### config.mk
export PLATFORM = sky130hd
export DESIGN_NAME = lzc_seq
export DESIGN_NICKNAME = d
export VERILOG_FILES = /design/src/rtl/lzc_seq_pkg.sv /design/src/rtl/lzc_seq_chunk.sv /design/src/rtl/lzc_seq.sv
export SDC_FILE = /design/constraint.sdc
export NUM_CORES = 1
export LEC_CHECK = 0
export CORE_MARGIN = 3
export CORE_UTILIZATION = 50
export DETAILED_ROUTE_END_ITERATION = 10
export HOLD_SLACK_MARGIN = 0.15
export PLACE_DENSITY_LB_ADDON = 0.12
export SLEW_MARGIN = 30
export SYNTH_ARGS = -nofsm -noshare
export SYNTH_HDL_FRONTEND = slang
export SYNTH_SLANG_ARGS = --single-unit
export TNS_END_PERCENT = 100
### constraint.sdc
create_clock -name clk -period 8.2 [get_ports clk]
set_input_delay 1.64 -clock clk [delete_from_list [all_inputs] [get_ports clk]]
set_output_delay 1.64 -clock clk [all_outputs]
set_load 0.02 [all_outputs]
### src/rtl/lzc_seq_pkg.sv
// Shared types for the iterative leading-zero counter: count modes, FSM states
// and a helper that sizes the chunk index register.
package lzc_seq_pkg;

   typedef enum logic [1:0] {
      LZC_CLZ = 2'b00,
      LZC_CLO = 2'b01,
      LZC_CTZ = 2'b10,
      LZC_CTO = 2'b11
   } lzc_mode_t;

   typedef enum logic [1:0] {
      IDLE = 2'b00,
      SCAN = 2'b01,
      DONE = 2'b10
   } lzc_state_t;

   // A single-chunk operand still needs a 1-bit index register.
   function automatic int idx_width(input int nchunk);
      return (nchunk > 1) ? $clog2(nchunk) : 1;
   endfunction

endpackage

### src/rtl/lzc_seq_chunk.sv
// Combinational CHUNK-bit leading-zero priority encoder; cnt_o equals CHUNK
// when the slice is all zero, in which case nonzero_o is low.
module lzc_seq_chunk #(
   parameter int CHUNK = 8
) (
   input  logic [CHUNK-1:0]          chunk_i,
   output logic [$clog2(CHUNK+1)-1:0] cnt_o,
   output logic                      nonzero_o
);

   localparam int CCW = $clog2(CHUNK + 1);

   logic [CCW-1:0] cnt_s;

   // Walk upwards so the most-significant set bit is the last one to write.
   always_comb begin
      cnt_s = CCW'(CHUNK);
      for (int i = 0; i < CHUNK; i++) begin
         if (chunk_i[i]) begin
            cnt_s = CCW'(CHUNK - 1 - i);
         end else begin
            cnt_s = cnt_s;
         end
      end
   end

   assign cnt_o     = cnt_s;
   assign nonzero_o = |chunk_i;

endmodule

### src/rtl/lzc_seq.sv
// Iterative handshaked CLZ/CLO/CTZ/CTO unit scanning CHUNK bits per cycle.
// Define LZC_SEQ_FIXED_LATENCY_EN for constant-time (always NCHUNK cycle) scans.
module lzc_seq
   import lzc_seq_pkg::*;
#(
   parameter int WIDTH = 64,
   parameter int CHUNK = 8
) (
   input  logic                       clk,
   input  logic                       reset,
   input  logic                       Flush,
   input  logic                       InValid,
   output logic                       InReady,
   input  logic [WIDTH-1:0]           Num,
   input  logic [1:0]                 Mode,
   output logic                       OutValid,
   input  logic                       OutReady,
   output logic [$clog2(WIDTH+1)-1:0] ZeroCnt,
   output logic                       AllZero
);

   localparam int NCHUNK = WIDTH / CHUNK;
   localparam int CW     = $clog2(WIDTH + 1);
   localparam int CCW    = $clog2(CHUNK + 1);
   localparam int IW     = idx_width(NCHUNK);
   localparam logic [IW-1:0] LAST_IDX = IW'(NCHUNK - 1);

   if ((WIDTH % CHUNK) != 0 || NCHUNK < 1) begin : g_bad_cfg
      $error("lzc_seq: WIDTH must be a nonzero multiple of CHUNK");
   end

   lzc_state_t       state_q, state_d;
   logic [WIDTH-1:0] op_q, op_d;
   logic [IW-1:0]    idx_q, idx_d;
   logic [CW-1:0]    cnt_q, cnt_d;
   logic             az_q, az_d;
`ifdef LZC_SEQ_FIXED_LATENCY_EN
   logic             found_q, found_d;
`endif

   logic [WIDTH-1:0] rev_s, op_in_s, shifted_s;
   logic [CHUNK-1:0] chunk_s;
   logic [CCW-1:0]   chunk_cnt_s;
   logic             chunk_nz_s, last_s, accept_s;
   logic [CW-1:0]    chunk_add_s;

   // Every mode is reduced to a CLZ on the captured operand.
   always_comb begin
      rev_s = {<<{Num}};
      case (lzc_mode_t'(Mode))
         LZC_CLZ: op_in_s = Num;
         LZC_CLO: op_in_s = ~Num;
         LZC_CTZ: op_in_s = rev_s;
         LZC_CTO: op_in_s = ~rev_s;
         default: op_in_s = Num;
      endcase
   end

   assign shifted_s   = op_q << (int'(idx_q) * CHUNK);
   assign chunk_s     = shifted_s[WIDTH-1 -: CHUNK];
   assign last_s      = (idx_q == LAST_IDX);
   assign chunk_add_s = cnt_q + CW'(chunk_cnt_s);
   assign accept_s    = InValid & InReady;

   lzc_seq_chunk #(.CHUNK(CHUNK)) u_chunk (
      .chunk_i   (chunk_s),
      .cnt_o     (chunk_cnt_s),
      .nonzero_o (chunk_nz_s)
   );

   // State and datapath register.
   always_ff @(posedge clk or posedge reset) begin
      if (reset) begin
         state_q <= IDLE;
         op_q    <= {WIDTH{1'b0}};
         idx_q   <= {IW{1'b0}};
         cnt_q   <= {CW{1'b0}};
         az_q    <= 1'b0;
`ifdef LZC_SEQ_FIXED_LATENCY_EN
         found_q <= 1'b0;
`endif
      end else begin
         state_q <= state_d;
         op_q    <= op_d;
         idx_q   <= idx_d;
         cnt_q   <= cnt_d;
         az_q    <= az_d;
`ifdef LZC_SEQ_FIXED_LATENCY_EN
         found_q <= found_d;
`endif
      end
   end

   // Next-state and datapath update; Flush overrides everything.
   always_comb begin
      state_d = state_q;
      op_d    = op_q;
      idx_d   = idx_q;
      cnt_d   = cnt_q;
      az_d    = az_q;
`ifdef LZC_SEQ_FIXED_LATENCY_EN
      found_d = found_q;
`endif
      if (Flush) begin
         state_d = IDLE;
      end else begin
         case (state_q)
            IDLE: state_d = IDLE;
            SCAN: begin
`ifdef LZC_SEQ_FIXED_LATENCY_EN
               if (!found_q) begin
                  if (chunk_nz_s) begin
                     cnt_d   = chunk_add_s;
                     az_d    = 1'b0;
                     found_d = 1'b1;
                  end else if (last_s) begin
                     cnt_d = CW'(WIDTH);
                     az_d  = 1'b1;
                  end else begin
                     cnt_d = cnt_q + CW'(CHUNK);
                  end
               end else begin
                  cnt_d = cnt_q;
               end
               if (last_s) begin
                  state_d = DONE;
               end else begin
                  idx_d   = idx_q + IW'(1);
                  state_d = SCAN;
               end
`else
               if (chunk_nz_s) begin
                  cnt_d   = chunk_add_s;
                  az_d    = 1'b0;
                  state_d = DONE;
               end else if (last_s) begin
                  cnt_d   = CW'(WIDTH);
                  az_d    = 1'b1;
                  state_d = DONE;
               end else begin
                  cnt_d   = cnt_q + CW'(CHUNK);
                  idx_d   = idx_q + IW'(1);
                  state_d = SCAN;
               end
`endif
            end
            DONE: state_d = OutReady ? IDLE : DONE;
            default: state_d = IDLE;
         endcase
         // Accept from IDLE or back-to-back from DONE.
         if (accept_s) begin
            op_d    = op_in_s;
            idx_d   = {IW{1'b0}};
            cnt_d   = {CW{1'b0}};
            az_d    = 1'b0;
`ifdef LZC_SEQ_FIXED_LATENCY_EN
            found_d = 1'b0;
`endif
            state_d = SCAN;
         end else begin
            op_d = op_q;
         end
      end
   end

   // Handshake outputs decoded from the registered state.
   always_comb begin
      case (state_q)
         IDLE:    InReady = ~Flush;
         DONE:    InReady = OutReady & ~Flush;
         default: InReady = 1'b0;
      endcase
   end

   assign OutValid = (state_q == DONE);
   assign ZeroCnt  = cnt_q;
   assign AllZero  = az_q;

endmodule

Word level (Yosys, flattened, before mapping)
Index checks and enable logic that the tools add are counted.
W data, S select, Z words.
{"block": "word_totals", "reg_bits": 77, "output_inout_bits": 10}
{"block": "op_classes", "n_addsub": 3, "n_eq_ne": 8, "shift": 1, "mux": 28, "bitwise_logic": 5, "reduce_logical": 9}
{"operator": "$pmux W64 S4", "n": 1}
{"operator": "$not A64 Y64", "n": 2}
{"operator": "$shl A64 B6 Y64", "n": 1}
{"operator": "$mux W4", "n": 8}
{"operator": "$mux W7", "n": 4}
{"operator": "$mux W3", "n": 4}
{"operator": "$mux W2", "n": 5}
{"operator": "$reduce_or A8 Y1", "n": 1}
{"operator": "$add A7 B4 Y7", "n": 1}
{"operator": "$add A7 B4 Y7 const B", "n": 1}
{"operator": "$eq A2 B2 Y1 const B", "n": 3}
{"operator": "$eq A2 B1 Y1 const B", "n": 2}
{"operator": "$logic_not A2 Y1", "n": 2}
{"operator": "$mux W1", "n": 4}
{"operator": "$ne A2 B1 Y1 const B", "n": 2}
{"operator": "$pmux W2 S2", "n": 1}
{"operator": "$reduce_and A2 Y1", "n": 2}
{"operator": "$reduce_and A4 Y1", "n": 1}
{"operator": "$add A3 B1 Y3 const B", "n": 1}
{"operator": "$eq A3 B3 Y1 const B", "n": 1}
{"operator": "$reduce_and A3 Y1", "n": 1}
{"operator": "$reduce_bool A3 Y1", "n": 1}
{"operator": "$and A1 B1 Y1", "n": 2}
{"operator": "$pmux W1 S2", "n": 1}
{"operator": "2 further kinds", "n": 2}

Longest topological paths before layout
Gate-level depths: netlist of the first run.
{"block": "depth", "ltp_word": 13, "depth_mapped": 17, "depth_no_buf": 15}

Modules after synthesis
Synthesis of the first run repeated with hierarchy kept, for this count alone.
{"block": "hier_totals", "hier_cells": 486, "hier_area_um2": 5047.3}
{"module": "lzc_seq", "instances": 1, "cells_each": 472, "area_each_um2": 4943.5}
{"module": "lzc_seq_chunk", "instances": 1, "cells_each": 14, "area_each_um2": 103.8}

Worst setup path before layout of the first run
OpenSTA, ideal clock, no wires.
{"block": "synth_timing", "path_type": "input -> output", "startpoint": "input OutReady", "endpoint": "output InReady", "arrival_ns": 2.023, "setup_slack_ns": 4.537, "cell_stages": 2, "cell_sequence": "a21oi_1 -> nor2_1"}
{"block": "synth_via", "elab_chain_cells": 2}
{"element": "start: declaration", "line": "lzc_seq.sv:17", "text": "input logic OutReady,"}
{"element": "$and A1 B1 Y1", "line": "lzc_seq.sv:170", "text": "DONE: InReady = OutReady & ~Flush;"}
{"element": "$pmux W1 S2", "line": "lzc_seq.sv:168", "text": "case (state_q)"}
{"element": "end: declaration", "line": "lzc_seq.sv:13", "text": "output logic InReady,"}
No other way between the ends.

Final worst setup path of the first run
Ends and elaborated chain as after synthesis.

==> results of run 1 <==
[sequential cells by signal, indices dropped and copies added (netlist names)]
signal   flops
op_q        64
ZeroCnt      7
idx_q        3
state_q      2
AllZero      1
[kinds of logic (layout without fill, tap and decap cells)]
| group | Yosys count | after routing | share of synthesized area (%) |
|---|---|---|---|
| xor gates and xnor gates | 68 | 68 | 11.8 |
| and+or+nand+nor | 103 | 103 | 9.43 |
| DFF | 77 | 77 | 38.1 |
| muxes | 91 | 91 | 22.7 |
| adders and majority gates | 11 | 11 | 2.87 |
| AOI/OAI and AO/OA | 96 | 96 | 11.0 |
| buffers and inverters | 47 | 106 | 4.16 |
[power breakdown]
group / leakage (nW) / switching, W / total (W) / internal, W
registers: 0.968 / 0.0000570 / 0.000508 / 0.000451
logic: 1.64 / 0.000153 / 0.000313 / 0.000160
clock network: 0.0882 / 0.000134 / 0.000272 / 0.000137
[final timing paths]
kind                                    to  slack (ns)  cells after the start
worst min register to register    op_q[16]        0.48                      2
max in group asynchronous         idx_q[0]        5.93                      3
worst max register to register  ZeroCnt[6]        4.21                     15
worst min-delay path              op_q[16]        0.48                      2
min in group asynchronous         op_q[30]        1.78                      3
worst max-delay path               InReady        3.47                      4
[critical path, delay by kind of cell]
kind	cells	cell delay (ns)
and+or+nand+nor	1	0.24
AOI/OAI and AO/OA	1	0.07
buffers and inverters	2	1.14
[area by class of cell]
| type | count | area, um2 | area share (%) |
|---|---|---|---|
| multi-input combinational | 369 | 2930 | 48.1 |
| sequential | 77 | 1930 | 31.7 |
| timing repair buffer | 83 | 850 | 14.0 |
| tap | 133 | 166 | 2.73 |
| clock buffer | 10 | 128 | 2.10 |
| clock inverter | 4 | 51.3 | 0.842 |
| inverter | 9 | 38.8 | 0.637 |
[layer usage]
metal	share of wire, %	wire, um	global-route usage, %	vias up
met4	2.1	226	7.31	0
met5	0	0	0	-
met3	5.0	527	3.13	18
li1	-	-	-	1824
met1	46	4840	27.2	1722
met2	47	4960	31.0	90
[synth_stat cells (all sizes together)]
| cell type | instances | area (um2) |
|---|---|---|
| a21bo | 1 | 10.0 |
| clkinv | 1 | 8.76 |
| dfrtp | 77 | 1930 |
| o32ai | 3 | 26.3 |
| nor2 | 6 | 22.5 |
| nor4 | 3 | 33.8 |
| nor3 | 1 | 5.00 |
| nand3 | 3 | 15.0 |
| buf | 18 | 96.3 |
| mux2 | 4 | 45.0 |
| ha | 10 | 125 |
| clkbuf | 20 | 75.1 |
| a211oi | 3 | 22.5 |
| a2111oi | 1 | 8.76 |
| a32o | 1 | 10.0 |
| mux4 | 16 | 360 |
| fa | 1 | 20.0 |
| xor2 | 66 | 578 |
| or2 | 1 | 6.26 |
| o21a | 1 | 15.0 |
| nand2 | 77 | 289 |
| inv | 8 | 30.0 |
| nand2b | 3 | 18.8 |
| o22ai | 1 | 12.5 |
| o2111ai | 1 | 8.76 |
| o211ai | 3 | 27.5 |
| and2 | 1 | 6.26 |
| o21bai | 1 | 7.51 |
| a21oi | 8 | 40.0 |
| o21ai | 70 | 350 |
| xnor2 | 2 | 17.5 |
| a21o | 2 | 15.0 |
| nand4b | 1 | 15.0 |
| mux2i | 71 | 743 |
| nor2b | 6 | 37.5 |
| nand4bb | 1 | 27.5 |
[stage by stage]
step | std cells | hold WS (ns) | setup WS, ns | power, W | instance area [um2]
floorplan | 493 | 0.445 | 4.54 | 0.000715 | 5060
global placement | 670 | 0.456 | 3.51 | 0.000819 | 5870
detailed placement | 670 | 0.469 | 3.48 | 0.000830 | 5870
CTS | 684 | 0.486 | 3.48 | 0.00110 | 6050
global route | 685 | 0.514 | 3.44 | 0.00116 | 6090
finish | 685 | 0.480 | 3.47 | 0.00109 | 6090
==> key figures, run 1 <==
Outcome
  • Status: completed

Synth
  • Yosys warning count: 0
  • Post-synthesis instance total: 493
  • Fraction of the yosys area taken by sequential cells: 38.1%
  • Synthesized net count: 575
  • Post-synthesis cell area: 0.00506 mm2
  • Number of unique standard cell types used by synthesis: 46
  • Synthesized area divided by synthesized cell count: 10.3 um2
  • Post-synthesis sequential element count: 77

Critical path
  • Launch point of the worst reg-to-reg path: idx_q[0]
  • Critical path fanouts, max: 3
  • Critical path class: in2out
  • Required time of the worst setup path: 6.56 ns
  • Critical Path, Cell by Cell: clkdlybuf4s50_1 > a21oi_1 > nor2_1 > clkdlybuf4s50_1
  • Crit path largest cell delay: 0.66 ns
  • Critical path data arrival time: 3.09 ns
  • CP startpoint kind: primary input
  • Most frequent cell on the critical path: clkdlybuf4s50_1
  • Slowest cell on the critical path: clkdlybuf4s50_1
  • Critical Path Sink Type: output port
  • CP Launch Point: OutReady

Clock tree
  • Clock-pin transition on the worst setup and hold timing paths: 0.08 ns
  • Number of hold buffers added after cts: 0
  • Buffer type at the clock tree root: clkbuf_8
  • Number of clock sinks seen by CTS: 77
  • Number of post-CTS setup repair buffers: 0
  • Count of cells resized by post-cts repair: 0
  • Worst-Skew Late Latency: 0.35 ns
  • Max Buffers Root-to-Sink: 2
  • Number of buffers added by the clock tree synthesis step: 9
  • Htree depth: 3
  • Clock tree from TritonCTS: done

Final layout
  • Share of post-route cells with drive strength above 1: 9.42%
  • Fillers: 894
  • Final layout net count: 631
  • Core occupancy in the finished layout: 62.0%
  • Commonest cells after routing, fill and taps aside: clkdlybuf4s50_1 (78), dfrtp_1 (76), nand2_1 (76)
  • Most common cell after layout, fill and taps aside: clkdlybuf4s50_1
  • Synth-to-Final Area Change: 20.4%
  • Number of antenna cells inserted: 0

Power and ir drop
  • VDD IR max: 81.6 uV
  • Pwr Density: 179 mW/mm2
  • Leak: 2.69 nW

Routing
  • DRC violations left: 0
  • Post-detailed-route count of antenna-violating nets: 0
  • Via density per instance: 5.33
  • Via count: 3654
  • Number of design-rule violations left by the first detailed-router iteration: 134
  • WL/cell: 15.4 um
  • First drt pass iteration count: 4
  • Final wirelength: 10600 um

Placed design
  • Quantity of I/O buffers inserted on ports: 80
  • Routability congestion estimate: 0.835
  • Half-perimeter wire length after placement: 7770 um

STA
  • Count of endpoints failing hold in the final timing report: 0
  • Final-report max-slew violation count: 0
  • RSZ-0062 raised after global routing: no
  • Transition at the pin with the smallest max-transition slack: 0.810 ns
  • Final clock skew: 0.0140 ns
  • Setup-failing EPs final: 0
  • Setup TNS: 0 ns
  • Worst-case headroom to the max-slew limit: 46.0%
  • Ratio of final minimum period to clock period: 57.7%
  • Highest achievable clock rate: 211 MHz
  • Post-layout min period: 4.73 ns

Global routing
  • Number of global-route vias before repair: 3556
  • Maximum number of pins on one net before global-route repair: 140
  • Overall global routing resource usage: 19.6%
  • Initial antenna violation count: 0
  • Wire length of the first global-routing pass: 17600 um
  • Grt total ovfl: 0

Die
  • Initial Utilization: 51.5%
  • Row count: 36
  • Die Span X: 107 um
  • Top Ports: 81
  • Die extent in y: 107 um
  • Die outline area: 0.0114 mm2
  • Core region area: 0.00982 mm2

Worst hold path
  • Source of the worst hold timing path: op_q[16]
  • Hold Path Class: reg2reg

Run
  • Max-Cap Viols: 0
Note: power is estimated with default switching activity, not from simulation.
==> inputs of run 2 (changes only) <==
- clock period: 8.2 -> 4.5 ns (I/O delays scaled with it)
==> run 2 against run 1 <==
Clock-buffer cell count increased by 2. First-iteration DRC count increased by 43%. Non-clock buffer count increased by 1. Routed wire length increased by 3.7%. Hold slack improved by 0.014 ns. Clock power increased by 99%. Sequential share of layout area decreased by 0.079 points. Via count increased by 1.3%. Highest routed layer unchanged.
==> key figures, run 2 (same netlist as run 1, synthesis figures left out) <==
Global routing
  • Number of global-route vias before repair: 3667
  • Wire length of the first global-routing pass: 18200 um
  • Initial antenna violation count: 0
  • Overall global routing resource usage: 20.3%
  • Grt total ovfl: 0
  • Maximum number of pins on one net before global-route repair: 81

Critical path
  • Buf/Inv on CP: 1
  • Slowest cell on the critical path: dfrtp_1
  • Critical Path Sink Type: flip-flop
  • Critical Path, Cell by Cell: mux4_2 > mux2i_2 > nor2b_1 > o21bai_1 > a21bo_1 > a21oi_1 > ha_1 > inv_1 > fa_1 > nor2b_1 > o21ai_0 > a21oi_1 > xor2_1 > o21ai_1 > o211ai_1
  • Flop2flop setup slack: 0.64 ns
  • Launch point of the worst reg-to-reg path: idx_q[0]
  • Worst reg-to-reg path cell count: 15
  • Critical path data arrival time: 4.13 ns
  • Family of cells with the greatest summed delay on the critical path: compound AO/OA/AOI/OAI gates
  • Required time of the worst setup path: 4.77 ns
  • Crit path largest cell delay: 0.72 ns
  • Critical path fanouts, max: 12
  • End of the worst register-to-register path: ZeroCnt[6]
  • CP startpoint kind: flip-flop
  • Critical path class: reg2reg

Placed design
  • Area post-placement: 0.00589 mm2
  • Quantity of I/O buffers inserted on ports: 80
  • Half-perimeter wire length after placement: 8530 um
  • Routability congestion estimate: 0.902
  • Total instance count after detailed placement: 672

Routing
  • First drt pass iteration count: 4
  • Post-detailed-route count of antenna-violating nets: 0
  • WL/cell: 15.9 um
  • Via count: 3702
  • Number of design-rule violations left by the first detailed-router iteration: 192
  • Via density per instance: 5.38
  • DRC violations left: 0
  • Final wirelength: 10900 um

Clock tree
  • Buffer type at the clock tree root: clkbuf_8
  • Number of buffers added by the clock tree synthesis step: 9
  • Clock tree from TritonCTS: done
  • Max Buffers Root-to-Sink: 2
  • Htree depth: 3
  • Clock-pin transition on the worst setup and hold timing paths: 0.08 ns
  • Number of post-CTS setup repair buffers: 0
  • Number of hold buffers added after cts: 0
  • Worst-Skew Late Latency: 0.35 ns
  • Number of clock sinks seen by CTS: 77
  • Count of cells resized by post-cts repair: 0

STA
  • Transition at the pin with the smallest max-transition slack: 0.933 ns
  • Ratio of final minimum period to clock period: 85.7%
  • Count of endpoints failing hold in the final timing report: 0
  • Worst-case headroom to the max-slew limit: 37.8%
  • Setup-failing EPs final: 0
  • RSZ-0062 raised after global routing: no
  • Setup TNS: 0 ns
  • Final-report max-slew violation count: 0
  • Final clock skew: 0.0131 ns
  • Post-layout min period: 3.86 ns
  • Highest achievable clock rate: 259 MHz

Final layout
  • Number of antenna cells inserted: 0
  • Share of post-route cells with drive strength above 1: 9.73%
  • Final layout net count: 632
  • Synth-to-Final Area Change: 20.6%
  • Register name with the most flops: op_q
  • Commonest cells after routing, fill and taps aside: clkdlybuf4s50_1 (78), dfrtp_1 (77), nand2_1 (76)
  • Max reg flops: 64
  • Final standard cell area without fillers: 0.00610 mm2
  • Most common cell after layout, fill and taps aside: clkdlybuf4s50_1
  • Non-Filler Instances: 688

Die
  • Core region area: 0.00982 mm2
  • Die extent in y: 107 um
  • Initial Utilization: 51.5%
  • Die Span X: 107 um
  • Row count: 36
  • Die outline area: 0.0114 mm2
  • Top Ports: 81

Worst hold path
  • Hold-critical path endpoint: op_q[40]
  • Hold Path Class: reg2reg
  • Hold depth: 2
  • Source of the worst hold timing path: op_q[40]

Run
  • Max-Cap Viols: 0

Power and ir drop
  • Leak: 2.70 nW
  • VDD IR max: 146 uV
  • Pwr Density: 337 mW/mm2

Outcome
  • Status: completed
## run 2: how the worst max path moves through the flow
stage	end	start	slack, ns	depth (start not counted)
2_1_floorplan	ZeroCnt[6]	idx_q[0]	1.06	17
3_3_place_gp	ZeroCnt[6]	idx_q[0]	0.78	15
3_5_place_dp	ZeroCnt[6]	idx_q[0]	0.66	15
4_1_cts	ZeroCnt[6]	idx_q[0]	0.66	15
5_1_grt	ZeroCnt[6]	idx_q[0]	0.34	15
6_report	ZeroCnt[6]	idx_q[0]	0.64	15
## run 2: final cells by class
type	instances	area (um2)
flip-flops and latches	77	1930
clock buffers	12	155
well taps	133	166
repair buffers	84	830
clock inverters	4	55.1
fillers	888	3720
multi-input cells	369	2930
inverters	9	40.0
## run 2: metrics by stage
stage	total power [W]	hold WS (ns)	util (%)	worst slack, ns
final	0.00206	0.494	62.1	0.642
after global routing	0.00218	0.515	62.1	0.340
after CTS	0.00207	0.495	62.1	0.659
after detailed placement	0.00153	0.477	59.9	0.661
after global placement	0.00151	0.461	59.9	0.778
after floorplan	0.00130	0.445	-	1.06
## run 2: where the power goes
part | switching [W] | internal [W]
Sequential | 0.000118 | 0.000822
Combinational | 0.000284 | 0.000291
Clock | 0.000252 | 0.000290
## run 2: worst register-to-register path, cell delays in order (launching register included)
cell	delay [ns]
dfrtp_1	0.72
mux4_2	0.59
mux2i_2	0.29
nor2b_1	0.20
o21bai_1	0.08
a21bo_1	0.19
a21oi_1	0.14
ha_1	0.18
inv_1	0.05
fa_1	0.40
nor2b_1	0.13
o21ai_0	0.15
a21oi_1	0.21
xor2_1	0.21
o21ai_1	0.09
o211ai_1	0.17
## run 2: metal layers
metal	global-route usage, %	share of wire (%)	vias up
met5	0	0	-
met4	6.85	1.8	0
met3	3.49	4.8	16
met2	32.9	47	89
met1	27.6	46	1764
li1	-	-	1833
